===== src/rtl/dmem_miss_ctrl.sv =====
// dmem_miss_ctrl: two-lane data-cache miss controller; fetch timeout enabled by DMEM_MISS_TIMEOUT_EN
module dmem_miss_ctrl #(
    parameter int LINE_W  = 512,
    parameter int OFF_W   = 6,
    parameter int TIMEOUT = 255
) (
    input  logic              clk,
    input  logic              rst,
    input  logic              acc1,
    input  logic              acc2,
    input  logic              hit1,
    input  logic              hit2,
    input  logic [31:0]       addr1,
    input  logic [31:0]       addr2,
    input  logic              mem_ready,
    input  logic [LINE_W-1:0] mem_line,
    output logic              mem_req,
    output logic [31:0]       mem_addr,
    output logic              fill_en,
    output logic              fill_lane,
    output logic [LINE_W-1:0] fill_line,
    output logic              stallM,
    output logic              timeout_err
);
    typedef enum logic [2:0] {IDLE, FETCH1, FILL1, FETCH2, FILL2} state_e;
    state_e            state_q, state_d;
    logic [31:0]       mem_addr_q, mem_addr_d;
    logic [LINE_W-1:0] fill_line_q, fill_line_d;
    logic              miss1, miss2, fetch, to_hit, unused_ok;
    logic [31-OFF_W:0] line1, line2;
    assign miss1     = acc1 & ~hit1;
    assign miss2     = acc2 & ~hit2;
    assign line1     = addr1[31:OFF_W];
    assign line2     = addr2[31:OFF_W];
    assign fetch     = (state_q == FETCH1) || (state_q == FETCH2);
    assign mem_req   = fetch;
    assign mem_addr  = mem_addr_q;
    assign fill_en   = (state_q == FILL1) || (state_q == FILL2);
    assign fill_lane = (state_q == FILL2);
    assign fill_line = fill_line_q;
    assign stallM    = (state_q != IDLE) || miss1 || miss2;
`ifdef DMEM_MISS_TIMEOUT_EN
    localparam int CNT_W = $clog2(TIMEOUT + 1);
    logic [CNT_W-1:0] cnt_q, cnt_d;
    logic             timeout_err_q;
    assign to_hit      = fetch && !mem_ready && (cnt_q == CNT_W'(TIMEOUT - 1));
    assign timeout_err = timeout_err_q;
    assign unused_ok   = ^{addr1[OFF_W-1:0], addr2[OFF_W-1:0]};
    // count FETCH cycles spent waiting; zero outside FETCH so every entry starts fresh
    always_comb cnt_d = (fetch && !mem_ready) ? cnt_q + 1'b1 : '0;
    // wait counter and sticky timeout flag
    always_ff @(posedge clk) begin
        if (rst) begin
            cnt_q         <= '0;
            timeout_err_q <= 1'b0;
        end else begin
            cnt_q         <= cnt_d;
            timeout_err_q <= timeout_err_q | to_hit;
        end
    end
`else
    assign to_hit      = 1'b0;
    assign timeout_err = 1'b0;
    assign unused_ok   = ^{addr1[OFF_W-1:0], addr2[OFF_W-1:0], TIMEOUT};
`endif
    // next state: lane 1 first; a same-line lane 2 miss is satisfied by the lane 1 fill
    always_comb begin
        state_d     = state_q;
        mem_addr_d  = mem_addr_q;
        fill_line_d = fill_line_q;
        case (state_q)
            IDLE: begin
                if (miss1) begin
                    state_d    = FETCH1;
                    mem_addr_d = {line1, {OFF_W{1'b0}}};
                end else if (miss2) begin
                    state_d    = FETCH2;
                    mem_addr_d = {line2, {OFF_W{1'b0}}};
                end
            end
            FETCH1: begin
                if (mem_ready) begin
                    state_d     = FILL1;
                    fill_line_d = mem_line;
                end else if (to_hit) begin
                    state_d = IDLE;
                end
            end
            FILL1: begin
                if (miss2 && (line2 != mem_addr_q[31:OFF_W])) begin
                    state_d    = FETCH2;
                    mem_addr_d = {line2, {OFF_W{1'b0}}};
                end else begin
                    state_d = IDLE;
                end
            end
            FETCH2: begin
                if (mem_ready) begin
                    state_d     = FILL2;
                    fill_line_d = mem_line;
                end else if (to_hit) begin
                    state_d = IDLE;
                end
            end
            default: state_d = IDLE;
        endcase
    end
    // state, request address and fill data registers
    always_ff @(posedge clk) begin
        if (rst) begin
            state_q     <= IDLE;
            mem_addr_q  <= '0;
            fill_line_q <= '0;
        end else begin
            state_q     <= state_d;
            mem_addr_q  <= mem_addr_d;
            fill_line_q <= fill_line_d;
        end
    end
endmodule


===== config.mk =====
export PLATFORM = sky130hd
export DESIGN_NAME = dmem_miss_ctrl
export DESIGN_NICKNAME = d
export VERILOG_FILES = /design/src/rtl/dmem_miss_ctrl.sv
export SDC_FILE = /design/constraint.sdc
export NUM_CORES = 1
export LEC_CHECK = 0
export CORE_AREA = 5 5 443 445
export CTS_CLUSTER_SIZE = 20
export DETAILED_ROUTE_END_ITERATION = 8
export DIE_AREA = 0 0 448 450
export GPL_ROUTABILITY_DRIVEN = 0
export SYNTH_ARGS = -nofsm -noshare
export SYNTH_HDL_FRONTEND = slang
export SYNTH_SLANG_ARGS = --single-unit
export TNS_END_PERCENT = 100

===== constraint.sdc =====
create_clock -name clk -period 2.64 [get_ports clk]
set_input_delay 0.528 -clock clk [delete_from_list [all_inputs] [get_ports clk]]
set_output_delay 0.528 -clock clk [all_outputs]
set_load 0.005 [all_outputs]

# After elaboration in Yosys (flattened, before gate mapping)
# Index checks and enable logic that the tools add are counted.
[totals] wordCells=38 out_inout_bits=549 inputBits=583 regBits=547
[op_classes] n_eq_ne=9 bitwise=4 n_reduce_logical=12 mux=10
[op_table] op="$mux 32" count=3
[op_table] op="$pmux 32 s2" count=1
[op_table] op="$ne 26x26->1" count=1
[op_table] op="$mux 3" count=4
[op_table] op="$pmux 3 s4" count=1
[op_table] op="$eq 3x2->1 const B" count=2
[op_table] op="$reduce_and 3->1" count=2
[op_table] op="$logic_or 1x1->1" count=4
[op_table] op="$ne 2x2->1 const B" count=2
[op_table] op="$eq 3x1->1 const B" count=1
[op_table] op="$eq 3x3->1 const B" count=1
[op_table] op="$logic_not 3->1" count=1
[op_table] op="$ne 3x3->1 const B" count=1
[op_table] op="$reduce_bool 3->1" count=1
[op_table] op="$and 1x1->1" count=2
[op_table] op="$mux 2" count=1
[op_table] op="$ne 2x1->1 const B" count=1
[op_table] op="$not 1->1" count=2
[op_table] op="$reduce_and 2->1" count=1
[op_table] op="$reduce_bool 2->1" count=1
[op_table] op="$reduce_or 2->1" count=1
[op_table] op="$logic_and 1x1->1" count=1

# Longest topological paths before layout
[logic_depth] word_depth=5 ltp_mapped=8 mapped_depth_nobuf=5

# Worst setup path before layout
# No wires, ideal clock.
[synth_path] path_type="input -> register" from="input addr2[15]" to="register mem_addr_q[12] (netlist: mem_addr[12])" setup_ns=0.121 t_required_ns=2.519 arrival_time_ns=2.065 path_buffers=1 slack_ns=0.454 stages=6 cell_sequence="xor2_1 > nor4_1 > nand4_1 > o31ai_4 > buf_6 > mux2_2"
[synth_between] elab_chain_len=4
[synth_lines] element="start: declaration" line="14" source="input logic [31:0] addr2,"
[synth_lines] element="$ne 26x26->1" line="90" source="if (miss2 && (line2 != mem_addr_q[31:OFF_W])) begin"
[synth_lines] element="$logic_and 1x1->1" line="90"
[synth_lines] element="$ne 2x1->1 (no line)"
[synth_lines] element="$reduce_and 3->1 (no line)"
[synth_lines] element="end signal: assignment" line="116" source="mem_addr_q <= mem_addr_d;"
[synth_lines] element="end: declaration" line="27" source="logic [31:0] mem_addr_q, mem_addr_d;"
# Every way passes these cells.
# A chain may end at the register's enable or synchronous reset.

# Worst setup path after layout
[layout_path] from="register mem_addr_q[15] (netlist: mem_addr[15])" to="register mem_addr_q[23] (netlist: mem_addr[23])"
[layout_between] elab_chain_len=4
[layout_lines] element="$ne 26x26->1" line="90"
[layout_lines] element="$logic_and 1x1->1" line="90"
[layout_lines] element="$ne 2x1->1 (no line)"
[layout_lines] element="$reduce_and 3->1 (no line)"
# Every way passes these cells.

==> impl_results.md <==
* Run status: complete, no violations
* Unrepaired setup endpoints after global routing: false
* Critical path class: reg2reg
* Leakage power at between 10 and 15 nW
* Critical Path RT at 3.17 ns
* Max-Cap Viols at 0
* Clk root buf: clkbuf_16
* Post-route minimum period at 2.47 ns
* Post-Syn Area per Cell at 7.94 um^2
* First-pass GRT wire length at 201 mm
* Synth-to-Final Area Change at 87.5%
* Final nets at 4084
* Top cells by area, synth: dfxtp_1 (56%), nand2_1 (20%), a21oi_1 (13%), clkbuf_1 (2.4%), mux2_2 (1.4%)
* Clk sinks at 541
* Crit end category: register
* Dpl cell area at between 30000 and 40000 um^2
* Die Y at around 450 um
* Power, Total at 22.0 mW
* Sequential fraction of the synthesis area at approximately 56%
* Top Family by Delay on Critical Path: simple AND/OR/NAND/NOR gates
* Largest area contributor in the netlist: dfxtp_1
* Post-Syn Instances at 2432
* Final Cell Area at roughly 36000 um^2
* Post-synth ARST share at 0%
* CP max-delay cell: nor4_1
* Worst min-delay path class: in2reg
* Yosys top cell area share at 56.1%
* Buf/Inv on CP at 2
* Commonest cells post-synth: nand2_1 (1025), dfxtp_1 (541), a21oi_1 (515)
* PortBufs at 1112
* Most common cell in the netlist: nand2_1
* Final Max Tran Viols at 0
* YS warnings at 0
* Wirelength per Cell at ~26 um
* Die footprint at 202000 um^2
* Pwr dens at between 600 and 700 nW/um^2
* Clk_lat worst skew at ~0.66 ns
* Num CTS Buffers at 71
* Initial core utilization at 10.1%
* Crit path cell chain: xor2_1 -> nor4_1 -> nand4_1 -> buf_4 -> o31ai_4 -> buf_4 -> mux2_2
* Rel. slew slack at 63.9%
* Initial DRC count at ~2100
* Pre-CTS setup slack at -0.379 ns
* Cell mode on critical path: buf_4
* Critical Path Start Type: register
* Clock Skew at between 0.02 and 0.025 ns
* Vias per cell at around 3.7
* Cell variety after synth at 28
* Vias in the first global route at 20900
* Total grt overflow at 0
* Htree depth at 3
* Core ar. at ~190000 um^2
* DRC errors left at 0
* # IOs at 1132
* Post-synth EDFFs at 0
* GRT Overall Usage at 14.9%
* Detailed Place HPWL at ~140 mm
* Crit path arrival time at 3.00 ns
* # rows at 161
* Vias at 22400
* CTS tree: yes
* DRT Pass-1 Iters at 6
* Register bit total from synthesis at 541
* Worst-margin pin slew at ~0.54 ns
* DRT Wirelength at 158 mm
* Share of layout cells above drive strength 1 at 5.97%
* Pin count of the biggest net entering global routing at 102
* Clk buf depth at 3
* Setup violations, final at 0
* Area of the mapped netlist at 19300 um^2
* Initial antenna violation count at between 150 and 200
* DIE WIDTH at 448 um
* Final Hold Fails at 0
* Number of routed nets with antenna violations at 0
* Crit-path max cell delay at between 0.4 and 0.5 ns
* Fin crit share at 93.7%
* Fmax at a little over 400 MHz
* Reg clk slew, reported paths at 0.06 ns
* Peak VDD IR at 0.000439 V
* Post-synth top flop: dfxtp_1
* CP max FO at 14
* Setup WS post-layout at 0.167 ns
worst paths after layout:
path | cells past startpoint | to | startpoint | slack [ns]
max reg2reg | 7 | mem_addr[23]$_SDFFE_PP0P_ | mem_addr[15]$_SDFFE_PP0P_ | 0.17
min reg2reg | 2 | fill_line[65]$_SDFFE_PP0P_ | fill_line[65]$_SDFFE_PP0P_ | 0.45
min | 2 | state_q[0]$_SDFFE_PP0P_ | rst | 0.29
max | 7 | mem_addr[23]$_SDFFE_PP0P_ | mem_addr[15]$_SDFFE_PP0P_ | 0.17
logic make-up after synthesis:
group / Yosys count / synth area share, %
AOI/OAI and AO/OA: 519 / 13.6
xor gates and xnor gates: 28 / 1.27
buffers and inverters: 191 / 4.21
DFF: 541 / 56.1
muxes: 52 / 2.87
other: 1 / 0.0194
and+or+nand+nor: 1100 / 21.9
power breakdown:
| part | switching (mW) | internal, mW |
|---|---|---|
| Combinational | 1.45 | 1.69 |
| Sequential | 0.222 | 8.50 |
| Clock | 4.12 | 6.03 |
| Total | 5.79 | 16.2 |
layout make-up:
| class | count | area, um^2 |
|---|---|---|
| clock inverters | 30 | 419 |
| multi-input cells | 1706 | 7710 |
| inverters | 1 | 3.75 |
| well taps | 2526 | 3160 |
| fillers | 21300 | 156000 |
| clock buffers | 96 | 1990 |
| flip-flops and latches | 541 | 10800 |
| repair buffers | 1180 | 12000 |
| diodes | 39 | 97.6 |
layer usage:
metal	global-route usage (%)	part of all wire [%]
met1	16.3	36
met2	24.2	46
met3	7.55	12
met4	6.82	4.7
met5	0	0.36
stage by stage:
| stage | hold slack, ns | instances | util, % | setup TNS [ns] |
|---|---|---|---|---|
| 2_1_floorplan | 0.453 | 2438 | - | 0 |
| 3_3_place_gp | 0.441 | 5954 | 17.6 | -11.27 |
| 3_5_place_dp | 0.445 | 5954 | 17.6 | -9.15 |
| 4_1_cts | 0.181 | 6080 | 18.8 | 0 |
| 5_1_grt | 0.239 | 6096 | 18.8 | 0 |
| 6_report | 0.287 | 6119 | 18.9 | 0 |
placed cells by master (no fill, tap or decap), types with 2 or more instances in the layout:
master / count
clkdlybuf4s50_1: 1109
bufinv_16: 7
buf_4: 42
mux2_1: 2
mux2i_1: 26
clkbuf_16: 72
diode_2: 39
nor3_1: 2
nor2_1: 31
nand2b_1: 2
clkinvlp_4: 5
clkbuf_1: 14
nand3_1: 2
nor2b_1: 27
buf_12: 27
nor4_1: 6
clkinv_2: 9
clkbuf_8: 10
xor2_1: 27
a21oi_1: 514
clkinv_8: 2
conb_1: 7
inv_6: 4
dfxtp_1: 541
mux2_2: 24
nand2_1: 1024
registers in the layout (all words and copies together), names as in the netlist:
name / flops
state_q: 3
fill_line: 512
mem_addr: 26
what timing repair did:
action,in CTS,in global routing
hold endpoints to repair,0,0
setup buffers,0,0
endpoints found under the setup margin,1,0
hold buffers,0,0
gates resized for setup,2,0
(Power assumes the default switching activity.)
